<file path="src/rtl/layer_argmax.sv">
// layer_argmax: serial argmax over a latched vector of NUM_IN signed 32-bit
// scores. One element is compared per clock, so the datapath is a single
// 32-bit comparator instead of a comparator tree. The result (index, value)
// is held on a valid/ready output until it is taken.
module layer_argmax #(
    parameter int NUM_IN = 10,
    parameter int IDX_W  = 4
) (
    input  logic                   clk_i,
    input  logic                   rst_i,
    input  logic                   in_valid_i,
    output logic                   in_ready_o,
    input  logic [NUM_IN*32-1:0]   in_data_i,
    output logic                   out_valid_o,
    input  logic                   out_ready_i,
    output logic [IDX_W-1:0]       out_index_o,
    output logic [31:0]            out_value_o,
    output logic                   busy_o
);

    // Counter only has to address elements 0..NUM_IN-1; it wraps to 0 after
    // the last element so it never points outside the latched vector.
    localparam int              CNT_W = (NUM_IN > 1) ? $clog2(NUM_IN) : 1;
    localparam logic [CNT_W-1:0] LAST = CNT_W'(NUM_IN - 1);

    // Parameter sanity: reject configurations that cannot represent the index.
    if (NUM_IN < 1) begin : g_bad_num_in
        $error("layer_argmax: NUM_IN must be >= 1");
    end
    if ((2 ** IDX_W) < NUM_IN) begin : g_bad_idx_w
        $error("layer_argmax: IDX_W too narrow for NUM_IN");
    end

    typedef enum logic [1:0] {
        IDLE = 2'd0,
        SCAN = 2'd1,
        HOLD = 2'd2
    } state_t;

    state_t                   state_q;
    logic [NUM_IN*32-1:0]     vec_q;
    logic [CNT_W-1:0]         cnt_q;
    logic signed [31:0]       max_q;
    logic [IDX_W-1:0]         idx_q;
    logic                     out_valid_q;
    logic                     busy_q;

    logic signed [31:0]       elem;
    logic                     elem_gt;

    // Element under inspection and the strict-greater test (ties keep the lower index).
    always_comb begin
        elem    = vec_q[32*cnt_q +: 32];
        elem_gt = (elem > max_q);
    end

    // in_ready is the only combinational output: it must drop with reset.
    assign in_ready_o  = (state_q == IDLE) && !rst_i;
    assign out_valid_o = out_valid_q;
    assign busy_o      = busy_q;
    assign out_index_o = idx_q;
    assign out_value_o = max_q;

    // Control FSM plus datapath registers; all outputs registered here.
    always_ff @(posedge clk_i or posedge rst_i) begin
        if (rst_i) begin
            state_q     <= IDLE;
            vec_q       <= '0;
            cnt_q       <= '0;
            max_q       <= '0;
            idx_q       <= '0;
            out_valid_q <= 1'b0;
            busy_q      <= 1'b0;
        end else begin
            case (state_q)
                IDLE: begin
                    if (in_valid_i) begin
                        vec_q  <= in_data_i;
                        max_q  <= in_data_i[31:0];
                        idx_q  <= '0;
                        busy_q <= 1'b1;
                        if (NUM_IN == 1) begin
                            cnt_q       <= '0;
                            state_q     <= HOLD;
                            out_valid_q <= 1'b1;
                        end else begin
                            cnt_q   <= CNT_W'(1);
                            state_q <= SCAN;
                        end
                    end
                end
                SCAN: begin
                    if (elem_gt) begin
                        max_q <= elem;
                        idx_q <= IDX_W'(cnt_q);
                    end
                    if (cnt_q == LAST) begin
                        cnt_q       <= '0;
                        state_q     <= HOLD;
                        out_valid_q <= 1'b1;
                    end else begin
                        cnt_q <= cnt_q + 1'b1;
                    end
                end
                HOLD: begin
                    if (out_ready_i) begin
                        state_q     <= IDLE;
                        out_valid_q <= 1'b0;
                        busy_q      <= 1'b0;
                    end
                end
                default: begin
                    state_q     <= IDLE;
                    out_valid_q <= 1'b0;
                    busy_q      <= 1'b0;
                end
            endcase
        end
    end

endmodule

</file>
<file path="config.mk">
export PLATFORM = sky130hd
export DESIGN_NAME = layer_argmax
export DESIGN_NICKNAME = d
export VERILOG_FILES = /design/src/rtl/layer_argmax.sv
export SDC_FILE = /design/constraint.sdc
export NUM_CORES = 1
export LEC_CHECK = 0
export ABC_AREA = 1
export ABC_CLOCK_PERIOD_IN_PS = 17800
export BUFFER_PORTS_ARGS = -buffer_cell sky130_fd_sc_hd__buf_2
export CAP_MARGIN = 40
export CORE_MARGIN = 2
export CORE_UTILIZATION = 57
export CTS_BUF_LIST = sky130_fd_sc_hd__clkbuf_4
export DETAILED_ROUTE_END_ITERATION = 6
export GPL_TIMING_DRIVEN = 0
export HOLD_SLACK_MARGIN = 0.08
export PLACE_DENSITY = 0.79
export REMOVE_ABC_BUFFERS = 1
export SYNTH_ARGS = -nofsm -noshare
export SYNTH_HDL_FRONTEND = slang
export SYNTH_SLANG_ARGS = --single-unit
</file>
<file path="constraint.sdc">
create_clock -name clk_i -period 17.8 [get_ports clk_i]
set_input_delay 5.34 -clock clk_i [delete_from_list [all_inputs] [get_ports clk_i]]
set_output_delay 5.34 -clock clk_i [all_outputs]
set_load 0.05 [all_outputs]
</file>
==> results.json <==
{
  "netlist_instances": 2260,
  "path_delay_family": "buffers and inverters",
  "die-area_um2": 32700,
  "fin_crit_sh_pct": 63.4,
  "r2r_cells": 17,
  "synthFlopType": "dfrtp_1",
  "min_to": "vec_q[77]",
  "core_um2": 30700,
  "rsz0062_at_grt": "no",
  "drc": 0,
  "cp-start-kind": "input pin",
  "crit_type": "in -> out",
  "cts_max_path_buffers": 3,
  "synth_edf_count": 0,
  "timing.hold.ws_ns": 0.474,
  "hpwl_um": 31800,
  "cp.depth": 3,
  "drt-wirelength-per-cell_um": 16.4,
  "via_count": 16400,
  "ant_nets": 0,
  "routabilityCongestion": 0.801,
  "h-tree-depth": 3,
  "power_density_nw_per_um2": 205,
  "peakVddDrop_uv": 125,
  "via_per_inst": 5.36,
  "clk_latency_ns": 0.76,
  "dp_slack_ns": 6.51,
  "dr.pass1.iters": 5,
  "place_area_um2": 19900,
  "grt_pass1_vias": 16400,
  "cp.required_ns": 12.46,
  "hold_path_depth": 2,
  "min_path_type": "reg -> reg",
  "portBuffers": 362,
  "p_comb_share_pct": 49.9,
  "setup_viol": 0,
  "ys_ff_latch": 364,
  "internal-power_mw": 2.32,
  "finalInstanceArea_um2": 21100,
  "synth.avg_cell_area_um2": 7.88,
  "synth_seq_area_share_pct": 51.1,
  "synth_cell_types": 35,
  "relSlewSlack_pct": 43.1,
  "grt_pass1_wl_um": 80700,
  "async_flop_share_pct": 100,
  "endpoint_kind": "output pin",
  "critPathMaxFanout": 2,
  "die_h_um": 181,
  "switching_share_pct": 46.2,
  "nets": 2950,
  "syn2layout_area_growth_pct": 18.3,
  "crit_buf_inv": 2,
  "initial_utilization_pct": 58.1,
  "crit_arrival_ns": 5.95,
  "drv_slew": 0,
  "clkPwrFrac_pct": 16.3,
  "synth_area_um2": 17800,
  "finalCriticalPeriod_ns": 11.29,
  "holdBufCountCts": 0,
  "path_clk_slew_ns": 0.06,
  "overflow": 0,
  "num_rows": 64,
  "cts_made_buffers": 95,
  "root_buffer": "clkbuf_4",
  "timing_hold_violations_final": 0,
  "antenna_found_initial": 8,
  "r2r_slack_ns": 12.83,
  "io_pins": 363,
  "post_cts_buffers": 0,
  "hp-start": "vec_q[77]",
  "worst_slack_ns": 6.51,
  "crit_chain": "buf_2 > nor3_1 > buf_2",
  "skew_ns": 0.0244,
  "p_leak_nw": 11.4,
  "drv_cap": 0,
  "grt_max_degree": 162,
  "drt-total-wl_um": 49900,
  "drt_iter0_drc": 1375,
  "tritoncts": "yes",
  "status": "complete, no violations",
  "path_common_cell": "buf_2",
  "drive_gt1_share_pct": 21.1,
  "r2r_start": "cnt_q[2]",
  "p_seq_share_pct": 33.8,
  "netSwitchingPower_mw": 1.99,
  "synth_warnings": 0,
  "cp_slowest_cell": "buf_2",
  "fmax_mhz": 88.6,
  "cts.sinks": 364,
  "track_usage_pct": 30.5,
  "die_w_um": 181,
  "tightest_slew_ns": 0.852,
  "r2r-end": "out_index_o[0]",
  "cts-resized-gates": 0,
  "crit_path_max_incr_delay_ns": 0.30
}
## Yosys cell counts (2+ instances only)
cell	n	area, um2
o211ai_2	5	62.6
nor2_1	74	278
dfrtp_1	364	9110
inv_1	156	586
clkbuf_2	2	10.0
o22ai_1	3	18.8
o21ai_2	7	61.3
ha_1	34	425
buf_4	7	52.6
inv_2	7	26.3
o21a_1	2	15.0
buf_1	8	30.0
o21ai_0	153	766
nand2_1	922	3460
mux2i_1	31	310
nor3_1	3	15.0
o211ai_1	66	495
buf_6	7	78.8
clkbuf_1	63	236
a21oi_1	62	310
nand3_1	91	455
buf_2	59	295
o21ai_1	122	611
## placed cells by master, fill, tap and decap left out, types with 2 or more instances in the layout
cell | synthesis | routed
nand2_1 | 922 | 921
buf_2 | 59 | 362
dfrtp_1 | 364 | 361
inv_1 | 156 | 154
o21ai_0 | 153 | 153
clkbuf_4 | 0 | 145
o21ai_1 | 122 | 122
nand3_1 | 91 | 91
nor2_1 | 74 | 74
o211ai_1 | 66 | 66
a21oi_1 | 62 | 62
ha_1 | 34 | 34
mux2i_1 | 31 | 31
buf_16 | 0 | 13
clkinv_1 | 1 | 11
inv_2 | 7 | 10
o21ai_2 | 7 | 7
buf_12 | 0 | 6
o211ai_2 | 5 | 5
diode_2 | 0 | 3
nor3_1 | 3 | 3
o22ai_1 | 3 | 3
nand2_4 | 1 | 2
inv_8 | 0 | 2
o21a_1 | 2 | 2
dfrtp_4 | 0 | 2
## per-layer routing
| metal | vias to the layer above | global-route usage, % | routed length (um) |
|---|---|---|---|
| met4 | 10 | 12.8 | 1480 |
| met3 | 117 | 7.46 | 4100 |
| met2 | 625 | 49.3 | 23500 |
| met5 | - | 0 | 57 |
| li1 | 7929 | - | - |
| met1 | 7677 | 39.5 | 20800 |
## state kept, by name, indices dropped and copies added, names as in the netlist
register,cells
out_index_o,4
state_q,2
busy_o,1
cnt_q,4
out_value_o,32
vec_q,320
out_valid_o,1
## worst register-to-register path, delay by kind of cell, from the launching register on
kind / cells / cell delay [ns]
and+or+nand+nor: 9 / 1.76
adders and majority gates: 1 / 0.28
buffers and inverters: 3 / 1.48
AOI/OAI and AO/OA: 4 / 0.69
DFF: 1 / 0.69
## cells by family (layout without fill, tap and decap cells)
| family | Yosys count | after routing | share of synthesized area [%] |
|---|---|---|---|
| adder cells (fa/ha/maj) | 34 | 34 | 2.39 |
| AO/OA/AOI/OAI | 424 | 424 | 13.3 |
| XOR/XNOR | 1 | 1 | 0.0492 |
| buffers and inverters | 310 | 703 | 7.40 |
| other | 0 | 3 | 0 |
| flip-flops | 364 | 364 | 51.1 |
| multiplexers | 31 | 31 | 1.74 |
| AND/OR/NAND/NOR | 1096 | 1096 | 23.9 |
## per-stage QoR
step | std cells | total power, mW | setup TNS, ns | util, %
final | 3052 | 4.31 | 0 | 68.7
after global routing | 3052 | 4.69 | 0 | 68.7
after CTS | 3049 | 4.33 | 0 | 68.7
after detailed placement | 2891 | 3.61 | 0 | 65.0
after global placement | 2872 | 3.60 | -2623.77 | 63.3
after floorplan | 2114 | 3.00 | 0 | -
## worst max path at each step
stage	start	to	slack [ns]
after global placement	in_valid_i	busy_o	-7.30
after detailed placement	rst_i	in_ready_o	6.51
after CTS	rst_i	in_ready_o	6.51
final	rst_i	in_ready_o	6.51
after floorplan	in_valid_i	busy_o	1.35
after global routing	rst_i	in_ready_o	6.49
## power by group through the flow
stage	combinational (mW)	clock [mW]	sequential, mW
after floorplan	1.40	0	1.60
after CTS	2.16	0.718	1.45
final	2.15	0.702	1.46
after global placement	2.03	0	1.56
after detailed placement	2.14	0	1.46
after global routing	2.42	0.766	1.49
## layout make-up
type | count | area (um2)
sequential | 364 | 9120
tap | 396 | 495
inverter | 164 | 631
antenna | 3 | 7.51
fill | 2535 | 9600
clock inverter | 13 | 48.8
multi-input combinational | 1586 | 7400
timing repair buffer | 381 | 2290
clock buffer | 145 | 1090
Power figures use the tool's default switching activity.
